[src/rtl/cfg_space_arbiter_if.sv]
// Bundle of the two requester ports and the configuration-space port that
// cfg_space_arbiter serves.
//   slave  : arbiter view (takes requests and c_data_out, drives everything else)
//   master : environment view (requesters plus the config-space responder)
interface cfg_space_arbiter_if #(
  parameter int ADDR_W = 8,
  parameter int DATA_W = 32
);
  // requester 0: sideband register-access handler
  logic              req0_valid;
  logic              req0_write;
  logic [ADDR_W-1:0] req0_addr;
  logic [DATA_W-1:0] req0_wdata;
  logic              req0_ready;
  logic              req0_rvalid;
  logic [DATA_W-1:0] req0_rdata;
  // requester 1: lane-adapter training FSM
  logic              req1_valid;
  logic              req1_write;
  logic [ADDR_W-1:0] req1_addr;
  logic [DATA_W-1:0] req1_wdata;
  logic              req1_ready;
  logic              req1_rvalid;
  logic [DATA_W-1:0] req1_rdata;
  // shared configuration-space port
  logic              c_read;
  logic              c_write;
  logic [ADDR_W-1:0] c_address;
  logic [DATA_W-1:0] c_data_in;
  logic [DATA_W-1:0] c_data_out;
  logic              busy;

  modport slave (
    input  req0_valid, req0_write, req0_addr, req0_wdata,
    input  req1_valid, req1_write, req1_addr, req1_wdata,
    input  c_data_out,
    output req0_ready, req0_rvalid, req0_rdata,
    output req1_ready, req1_rvalid, req1_rdata,
    output c_read, c_write, c_address, c_data_in, busy
  );

  modport master (
    output req0_valid, req0_write, req0_addr, req0_wdata,
    output req1_valid, req1_write, req1_addr, req1_wdata,
    output c_data_out,
    input  req0_ready, req0_rvalid, req0_rdata,
    input  req1_ready, req1_rvalid, req1_rdata,
    input  c_read, c_write, c_address, c_data_in, busy
  );
endinterface

[src/rtl/cfg_space_arbiter.sv]
// Round-robin arbiter sharing one configuration-space port between two
// requesters. One transaction at a time; reads return after a fixed RD_LAT
// and are routed back to the requester that issued them.
// Ports:
//   sb_clk : clock, all logic on rising edge
//   rst    : synchronous active-high reset
//   bus    : cfg_space_arbiter_if.slave (requester handshakes + config port)
module cfg_space_arbiter #(
  parameter int ADDR_W = 8,
  parameter int DATA_W = 32,
  parameter int RD_LAT = 2
) (
  input  logic                  sb_clk,
  input  logic                  rst,
  cfg_space_arbiter_if.slave    bus
);

  if (RD_LAT < 1 || RD_LAT > 15) begin : g_bad_rd_lat
    $error("cfg_space_arbiter: RD_LAT must be in 1..15");
  end

  localparam logic [3:0] CNT_INIT = 4'(RD_LAT - 1);

  typedef enum logic [1:0] {IDLE, WAIT_RD, RETURN} state_e;

  state_e                       state_q, state_d;
  logic                         rr_q, rr_d;
  logic                         win_q, win_d;
  logic [3:0]                   cnt_q, cnt_d;
  logic                         rd_q, rd_d;
  logic                         wr_q, wr_d;
  logic [ADDR_W-1:0]            addr_q, addr_d;
  logic [DATA_W-1:0]            din_q, din_d;
  logic [1:0]                   ready_q, ready_d;
  logic [1:0]                   rvalid_q, rvalid_d;
  logic [1:0][DATA_W-1:0]       rdata_q, rdata_d;
  logic                         busy_q, busy_d;

  // A requester whose ready pulse is showing this cycle is still presenting
  // the request just accepted (it only moves on after seeing ready), so it
  // is masked to avoid issuing the same transaction twice.
  logic [1:0]        vld;
  logic              gnt;
  logic              gnt_wr;
  logic [ADDR_W-1:0] gnt_addr;
  logic [DATA_W-1:0] gnt_wdata;

  assign vld       = {bus.req1_valid, bus.req0_valid} & ~ready_q;
  assign gnt       = (&vld) ? rr_q : vld[1];
  assign gnt_wr    = gnt ? bus.req1_write : bus.req0_write;
  assign gnt_addr  = gnt ? bus.req1_addr  : bus.req0_addr;
  assign gnt_wdata = gnt ? bus.req1_wdata : bus.req0_wdata;

  always_ff @(posedge sb_clk) begin
    if (rst) begin
      state_q  <= IDLE;
      rr_q     <= 1'b0;
      win_q    <= 1'b0;
      cnt_q    <= '0;
      rd_q     <= 1'b0;
      wr_q     <= 1'b0;
      addr_q   <= '0;
      din_q    <= '0;
      ready_q  <= '0;
      rvalid_q <= '0;
      rdata_q  <= '0;
      busy_q   <= 1'b0;
    end else begin
      state_q  <= state_d;
      rr_q     <= rr_d;
      win_q    <= win_d;
      cnt_q    <= cnt_d;
      rd_q     <= rd_d;
      wr_q     <= wr_d;
      addr_q   <= addr_d;
      din_q    <= din_d;
      ready_q  <= ready_d;
      rvalid_q <= rvalid_d;
      rdata_q  <= rdata_d;
      busy_q   <= busy_d;
    end
  end

  always_comb begin
    state_d  = state_q;
    rr_d     = rr_q;
    win_d    = win_q;
    cnt_d    = cnt_q;
    rd_d     = 1'b0;
    wr_d     = 1'b0;
    addr_d   = addr_q;
    din_d    = din_q;
    ready_d  = '0;
    rvalid_d = '0;
    rdata_d  = rdata_q;
    busy_d   = 1'b0;
    unique case (state_q)
      IDLE: begin
        if (|vld) begin
          ready_d[gnt] = 1'b1;
          win_d        = gnt;
          rr_d         = ~gnt;
          addr_d       = gnt_addr;
          busy_d       = 1'b1;
          if (gnt_wr) begin
            // writes complete on the strobe; stay in IDLE
            wr_d  = 1'b1;
            din_d = gnt_wdata;
          end else begin
            rd_d    = 1'b1;
            cnt_d   = CNT_INIT;
            state_d = WAIT_RD;
          end
        end
      end
      WAIT_RD: begin
        busy_d = 1'b1;
        if (cnt_q == 4'd0) state_d = RETURN;
        else               cnt_d   = cnt_q - 4'd1;
      end
      RETURN: begin
        // c_data_out is valid exactly RD_LAT cycles after the strobe: now
        rvalid_d[win_q] = 1'b1;
        rdata_d[win_q]  = bus.c_data_out;
        state_d         = IDLE;
      end
      default: state_d = IDLE;
    endcase
  end

  assign bus.req0_ready  = ready_q[0];
  assign bus.req1_ready  = ready_q[1];
  assign bus.req0_rvalid = rvalid_q[0];
  assign bus.req1_rvalid = rvalid_q[1];
  assign bus.req0_rdata  = rdata_q[0];
  assign bus.req1_rdata  = rdata_q[1];
  assign bus.c_read      = rd_q;
  assign bus.c_write     = wr_q;
  assign bus.c_address   = addr_q;
  assign bus.c_data_in   = din_q;
  assign bus.busy        = busy_q;

endmodule
[src/flat_wrapper.sv]
// flat-port wrapper written by rule: the top's interface ports become plain ports
module cfg_space_arbiter_flat 
#(
  parameter int ADDR_W = 8,
  parameter int DATA_W = 32,
  parameter int RD_LAT = 2
)
  (sb_clk, rst, bus_req0_valid, bus_req0_write, bus_req0_addr, bus_req0_wdata, bus_req1_valid, bus_req1_write, bus_req1_addr, bus_req1_wdata, bus_c_data_out, bus_req0_ready, bus_req0_rvalid, bus_req0_rdata, bus_req1_ready, bus_req1_rvalid, bus_req1_rdata, bus_c_read, bus_c_write, bus_c_address, bus_c_data_in, bus_busy);
  cfg_space_arbiter_if #(.ADDR_W(ADDR_W), .DATA_W(DATA_W)) bus_i ();
  input  logic sb_clk;
  input  logic rst;
  input wire logic [$bits(bus_i.req0_valid)-1:0] bus_req0_valid;
  input wire logic [$bits(bus_i.req0_write)-1:0] bus_req0_write;
  input wire logic [$bits(bus_i.req0_addr)-1:0] bus_req0_addr;
  input wire logic [$bits(bus_i.req0_wdata)-1:0] bus_req0_wdata;
  input wire logic [$bits(bus_i.req1_valid)-1:0] bus_req1_valid;
  input wire logic [$bits(bus_i.req1_write)-1:0] bus_req1_write;
  input wire logic [$bits(bus_i.req1_addr)-1:0] bus_req1_addr;
  input wire logic [$bits(bus_i.req1_wdata)-1:0] bus_req1_wdata;
  input wire logic [$bits(bus_i.c_data_out)-1:0] bus_c_data_out;
  output wire logic [$bits(bus_i.req0_ready)-1:0] bus_req0_ready;
  output wire logic [$bits(bus_i.req0_rvalid)-1:0] bus_req0_rvalid;
  output wire logic [$bits(bus_i.req0_rdata)-1:0] bus_req0_rdata;
  output wire logic [$bits(bus_i.req1_ready)-1:0] bus_req1_ready;
  output wire logic [$bits(bus_i.req1_rvalid)-1:0] bus_req1_rvalid;
  output wire logic [$bits(bus_i.req1_rdata)-1:0] bus_req1_rdata;
  output wire logic [$bits(bus_i.c_read)-1:0] bus_c_read;
  output wire logic [$bits(bus_i.c_write)-1:0] bus_c_write;
  output wire logic [$bits(bus_i.c_address)-1:0] bus_c_address;
  output wire logic [$bits(bus_i.c_data_in)-1:0] bus_c_data_in;
  output wire logic [$bits(bus_i.busy)-1:0] bus_busy;
  assign bus_i.req0_valid = bus_req0_valid;
  assign bus_i.req0_write = bus_req0_write;
  assign bus_i.req0_addr = bus_req0_addr;
  assign bus_i.req0_wdata = bus_req0_wdata;
  assign bus_i.req1_valid = bus_req1_valid;
  assign bus_i.req1_write = bus_req1_write;
  assign bus_i.req1_addr = bus_req1_addr;
  assign bus_i.req1_wdata = bus_req1_wdata;
  assign bus_i.c_data_out = bus_c_data_out;
  assign bus_req0_ready = bus_i.req0_ready;
  assign bus_req0_rvalid = bus_i.req0_rvalid;
  assign bus_req0_rdata = bus_i.req0_rdata;
  assign bus_req1_ready = bus_i.req1_ready;
  assign bus_req1_rvalid = bus_i.req1_rvalid;
  assign bus_req1_rdata = bus_i.req1_rdata;
  assign bus_c_read = bus_i.c_read;
  assign bus_c_write = bus_i.c_write;
  assign bus_c_address = bus_i.c_address;
  assign bus_c_data_in = bus_i.c_data_in;
  assign bus_busy = bus_i.busy;
  cfg_space_arbiter #(.ADDR_W(ADDR_W), .DATA_W(DATA_W), .RD_LAT(RD_LAT)) u_core (.sb_clk(sb_clk), .rst(rst), .bus(bus_i));
endmodule
[config.mk]
export PLATFORM = sky130hd
export DESIGN_NAME = cfg_space_arbiter_flat
export DESIGN_NICKNAME = d
export VERILOG_FILES = /design/src/rtl/cfg_space_arbiter_if.sv /design/src/rtl/cfg_space_arbiter.sv /design/src/flat_wrapper.sv
export SDC_FILE = /design/constraint.sdc
export NUM_CORES = 1
export LEC_CHECK = 0
export ABC_AREA = 1
export CAP_MARGIN = 20
export CORE_ASPECT_RATIO = 0.6
export CORE_UTILIZATION = 34
export DETAILED_ROUTE_END_ITERATION = 7
export GPL_ROUTABILITY_DRIVEN = 0
export PLACE_DENSITY = 0.71
export SYNTH_ARGS = -nofsm -noshare
export SYNTH_HDL_FRONTEND = slang
export SYNTH_SLANG_ARGS = --single-unit
[constraint.sdc]
create_clock -name sb_clk -period 1.25 [get_ports sb_clk]
set_input_delay 0.25 -clock sb_clk [delete_from_list [all_inputs] [get_ports sb_clk]]
set_output_delay 0.25 -clock sb_clk [all_outputs]
set_load 0.01 [all_outputs]
Word level (Yosys, flattened, before mapping)
Cells that the tools add are included.
W data, S select, Z words.
{"block": "classes", "add_sub_neg": 1, "multipliers": 0, "div_mod_pow": 0, "n_lt_le_gt_ge": 4, "eq_ne": 6, "n_shift": 0, "muxes": 23, "bitwise_logic": 6, "reduce_logical": 13}
{"op": "$bwmux W64", "n": 1}
{"op": "$mux W32", "n": 2}
{"op": "$demux W32 S1", "n": 1}
{"op": "$mux W4", "n": 3}
{"op": "$mux W8", "n": 1}
{"op": "$pmux W4 S2", "n": 1}
{"op": "$mux W1", "n": 7}
{"op": "$mux W2", "n": 3}
{"op": "$reduce_and A3 Y1", "n": 2}
{"op": "$logic_not A4 Y1", "n": 1}
{"op": "$lt A1 B2 Y1 const B", "n": 2}
{"op": "$ne A2 B1 Y1 const B", "n": 2}
{"op": "$ne A2 B2 Y1 const B", "n": 2}
{"op": "$not A1 Y1", "n": 4}
{"op": "$pmux W2 S2", "n": 1}
{"op": "$reduce_and A2 Y1", "n": 2}
{"op": "$reduce_and A4 Y1", "n": 1}
{"op": "$reduce_or A2 Y1", "n": 2}
{"op": "$sub A4 B1 Y4 const B", "n": 1}
{"op": "$reduce_or A3 Y1", "n": 1}
{"op": "$and A2 B2 Y2", "n": 1}
{"op": "$demux W1 S1", "n": 2}
{"op": "$eq A2 B1 Y1 const B", "n": 1}
{"op": "$eq A2 B2 Y1 const B", "n": 1}
{"op": "other kinds (6)", "n": 8}
{"block": "totals", "reg_bits": 119, "latchBits": 0, "mem_bits_rw": 0, "rom_bits": 0, "input_bits": 118, "out_inout_bits": 111, "elab_cells": 66, "n_memories": 0}

Longest topological paths before layout
{"block": "logic_depth", "depth_word": 8, "depth_mapped": 11, "mapped_depth_nobuf": 9}

Worst setup path after synthesis
No wires, ideal clock.
{"block": "synth_path", "kind": "reg2reg", "from": "reg u_core.ready_q[1]", "to": "reg u_core.din_q[12] (netlist: u_core.bus.c_data_in[12])", "setup_time_ns": 0.113, "arrival_time_ns": 1.203, "required_ns": 1.137, "path_slack_ns": -0.066, "stages_incl_launch_ff": 12, "n_path_buf": 2, "synth_period_minus_slack_ns": 1.316, "path_cell_list": "dfxtp_1 -> inv_1 -> nand2_1 -> inv_2 -> nand2_1 -> inv_1 -> buf_2 -> buf_4 -> nand2_1 -> nand2_1 -> nor2_1 -> nor2_1"}
{"block": "synth_via", "elab_chain_len": 6, "elab_cells_between_ends": 8, "classes_between": "3 x mux; 2 x bitwise; 3 x reduce/logical"}
{"item": "start: declaration", "line": "cfg_space_arbiter.sv:34", "rtl": "logic [1:0] ready_q, ready_d;"}
{"item": "start signal: assignment", "line": "cfg_space_arbiter.sv:77", "rtl": "ready_q <= ready_d;"}
{"item": "$not A2 Y2 *", "line": "cfg_space_arbiter.sv:48", "rtl": "assign vld = {bus.req1_valid, bus.req0_valid} & ~ready_q;"}
{"item": "$and A2 B2 Y2 *", "line": "cfg_space_arbiter.sv:48"}
{"item": "$reduce_and A2 Y1", "line": "cfg_space_arbiter.sv:49", "rtl": "assign gnt = (&vld) ? rr_q : vld[1];"}
{"item": "$mux W1", "line": "cfg_space_arbiter.sv:49"}
{"item": "$mux W1", "line": "cfg_space_arbiter.sv:50", "rtl": "assign gnt_wr = gnt ? bus.req1_write : bus.req0_write;"}
{"item": "$reduce_and A3 Y1 (no line)"}
{"item": "end signal: assignment", "line": "cfg_space_arbiter.sv:76", "rtl": "din_q <= din_d;"}
{"item": "end: declaration", "line": "cfg_space_arbiter.sv:33", "rtl": "logic [DATA_W-1:0] din_q, din_d;"}
Mark *: on every way between the ends. The rest lies on a longest branch, timed or not.
A chain may end at the register's enable or synchronous reset.

Final worst setup path
{"block": "layout_path", "from": "in bus_req0_valid", "to": "reg u_core.din_q[21] (netlist: u_core.bus.c_data_in[21])"}
{"block": "layout_via", "elab_chain_len": 5, "elab_cells_between_ends": 7, "classes_between": "3 x mux; 1 x bitwise; 3 x reduce/logical"}
{"item": "start: declaration", "line": "flat_wrapper.sv:12", "rtl": "input wire logic [$bits(bus_i.req0_valid)-1:0] bus_req0_valid;"}
{"item": "$and A2 B2 Y2 *", "line": "cfg_space_arbiter.sv:48"}
{"item": "$reduce_and A2 Y1", "line": "cfg_space_arbiter.sv:49"}
{"item": "$mux W1", "line": "cfg_space_arbiter.sv:49"}
{"item": "$mux W1", "line": "cfg_space_arbiter.sv:50"}
{"item": "$reduce_and A3 Y1 (no line)"}
Marks and branches as above.

==> summary.txt <==
Run status
  – Outcome: finished, violations left
  – Failing checks: negative setup slack

STA
  – Hold Vio Cnt, Final: 0
  – Worst Tran Pin Value: 0.311 ns
  – RSZ-0062 raised after global routing: true
  – Highest clock rate: 710 MHz
  – Worst Clk Skew: 0.0108 ns
  – Hold slack: 0.441 ns
  – Max_slew headroom: 79.3%
  – Post-layout min period: 1.41 ns
  – Final worst slack: -0.159 ns
  – Finish-stage setup viols: 90
  – Max Transition Viols Final: 0
  – Fin crit share: 113%

Routing
  – WL per Instance: 15.2 um
  – DRC: 0
  – Post-route antenna net violation count: 0
  – Vias: 5448
  – Via/cell ratio: 4.54
  – DR pass1 iterations: 4
  – DRT iter0 DRCs: 257
  – DRT Wirelength: 18300 um

Global routing
  – Initial antenna violation count: 0
  – First-pass GRT wire length: 23000 um
  – Largest net degree at the start of global routing: 66
  – Total grt overflow: 0
  – Tot GR Track Use: 19.9%
  – Vias in the first global route: 4608

Floorplanning
  – Core ar.: 13900 um^2
  – IO Count: 229
  – Die width: 158 um
  – Die height: 95.4 um
  – Initial Utilization: 35.5%
  – Num rows: 33
  – Full die area: 15000 um^2

Worst setup path
  – CP arrival: 1.71 ns
  – Worst setup SP type: input pin
  – CP endpoint kind: flop
  – CP max stage delay: 0.53 ns
  – R2r worst-path depth: 9
  – CP startpoint: bus_req0_valid
  – Critical Path Slowest Stage Cell: clkdlybuf4s50_1
  – CP Max Fanout: 10
  – Crit-path cells: clkdlybuf4s50_1 > nand2_1 > nand2_2 > nand2_4 > inv_4 > nand3_4 > clkbuf_16 > nor2_1 > nor2_2
  – R2R setup slack: -0.15 ns
  – Worst Path Class, Setup: in2reg
  – FF-to-FF End: u_core.bus.c_data_in[21]$_SDFFE_PP0P_
  – Reg2reg start: u_core.ready_q[1]$_SDFF_PP0_
  – CP required: 1.55 ns

Final layout
  – Area Growth Syn to Fin: 84.4%
  – Diode count: 0
  – Final #Nets: 1116
  – Utilization after layout: 65.5%
  – Post-route cell area: 9120 um^2
  – Layout cells sized above 1: 34.3%

Place
  – Worst slack at placement: -0.489 ns
  – DP Area: 7620 um^2
  – Port bufs: 228
  – DP Wirelength: 10500 um

Clock network
  – Worst skew pair latency: 0.40 ns
  – Clk slew on worst S/H paths: 0.06 ns
  – H-tree depth: 4
  – CTS max path bufs: 2
  – TritonCTS Buffers: 17
  – CTS tree: yes
  – CTS sink cnt: 119
  – Root Driver: clkbuf_16
  – CTS Hold Buffers Added: 0

Logic synthesis
  – Post-synth EDFFs: 0
  – Mapped Nets: 844
  – Largest cells by area after synthesis: dfxtp_1, nand2_1, inv_1, a21oi_1, o21ai_0
  – Adder-Cell Fraction of Synth Area: 0.506%
  – Largest family of logic cells by synthesized area: simple AND/OR/NAND/NOR gates
  – Syn Inst Count: 724
  – Flops & latches, synth: 119
  – Unique cell type count in the Yosys netlist: 24
  – Compound-Gate Fraction of Synth Area: 14.7%
  – Avg Cell Area, Syn: 6.83 um^2
  – Mapped Area: 4940 um^2
  – Ys flop type: dfxtp_1
  – Share of the synthesized area in the top cell type: 48.2%
  – Syn. warnings: 0
  – Mux share of post-synthesis cell area: 0%
  – Simple-Gate Fraction of Synth Area: 24.0%
  – Post-synthesis xor/xnor area fraction: 0%
  – Cell taking the most area after synthesis: dfxtp_1
  – Sequential-to-total area share from yosys stat: 48.2%
  – Synth async-reset ratio: 0%

Min path
  – Hold path endpoint: u_core.bus.req0_rdata[19]$_SDFFE_PP0P_
  – Hold crit path type: reg2reg
  – Hold Crit Start: u_core.bus.req0_rdata[19]$_SDFFE_PP0P_
  – Hold Path Stages: 2

Flow run
  – Maxcap violations: 0

Power
  – Power Dens Cells: 1480 nW/um^2
  – Pleak: 4.08 nW
  – Worst vdd ir: 0.874 mV
[cell usage after synthesis (2+ instances only)]
library cell,number
nand2_1,206
dfxtp_1,119
inv_1,109
nor2_1,76
a21oi_1,75
o21ai_0,66
clkbuf_1,25
nand3_1,15
buf_2,12
buf_6,3
a211oi_1,2
ha_1,2
inv_2,2
or2_2,2
[logic make-up after synthesis]
family	Yosys count
flops	119
buf+inv	154
simple gates	305
compound gates	144
fa+ha+maj	2
[layer usage]
metal  wire [um]  global-route usage [%]  vias up
li1            -                       -     2775
met1        8690                    27.3     2439
met2        7830                    30.2      202
met3        1370                    5.36       32
met4         379                    6.15        0
met5           0                       0        -
[placed cells by master, fill, tap and decap left out, types with 6 or more instances in the layout]
cell type / n
nand2_1: 185
buf_12: 13
nor2_1: 58
nor2_2: 14
o21ai_2: 43
inv_1: 104
clkbuf_2: 59
dfxtp_1: 111
clkdlybuf4s15_2: 17
buf_4: 22
o21ai_1: 9
dfxtp_2: 6
clkinv_4: 6
buf_6: 14
clkdlybuf4s50_1: 117
o21ai_4: 6
nand2_4: 8
clkdlybuf4s15_1: 9
clkbuf_16: 29
buf_2: 25
nand3_1: 9
a21oi_1: 45
a21oi_2: 26
o21ai_0: 8
nand2_2: 14
[how the worst max path moves through the flow]
stage,end,depth (start not counted)
2_1_floorplan,u_core.bus.c_data_in[10]$_SDFFE_PP0P_,10
3_3_place_gp,u_core.bus.c_address[4]$_SDFFE_PP0P_,10
3_5_place_dp,u_core.bus.c_data_in[30]$_SDFFE_PP0P_,9
4_1_cts,u_core.bus.c_data_in[26]$_SDFFE_PP0P_,9
5_1_grt,u_core.bus.c_data_in[3]$_SDFFE_PP0P_,9
6_report,u_core.bus.c_data_in[21]$_SDFFE_PP0P_,9
[registers in the layout, summed over array words and instances, names as in the netlist]
name                   flops
u_core.bus.busy            1
u_core.bus.c_address       8
u_core.bus.c_data_in      32
u_core.bus.c_read          1
u_core.bus.c_write         1
u_core.bus.req0_rdata     32
u_core.bus.req1_rdata     32
u_core.cnt_q               4
u_core.ready_q             2
u_core.rr_q                1
u_core.rvalid_q            2
u_core.state_q             2
u_core.win_q               1
[per-stage QoR]
stage,cells,TNS [ns],power [mW]
after floorplan,724,-0.407,6.00
after global placement,1133,-25.25,7.53
after detailed placement,1133,-29.39,7.56
after CTS,1168,-2.79,13.0
after global routing,1201,-13.62,14.1
final,1201,-6.98,13.5
[report_power, final]
part | internal [mW] | switching (mW)
sequential | 4.21 | 0.219
combinational | 1.78 | 1.95
clock | 3.39 | 1.92
total | 9.38 | 4.09
[layout make-up]
type / instances / area (um^2)
fill: 1169 / 4790
clock inverter: 15 / 218
multi-input combinational: 452 / 2550
inverter: 112 / 428
sequential: 119 / 2400
tap: 192 / 240
timing repair buffer: 294 / 2860
clock buffer: 17 / 425
[worst max-delay path, delay by kind of cell]
family / cells / cell delay [ns]
buffers and inverters: 3 / 0.85
and+or+nand+nor: 6 / 0.61
[what timing repair did]
action / in CTS / in global routing
endpoints found under the setup margin: 160 / 188
pin swaps: 2 / 31
resized for setup: 300 / 296
endpoints found under the hold margin: 0 / 0
cloned: 3 / 20
buffers inserted: 0 / 13
(Power assumes the default switching activity.)
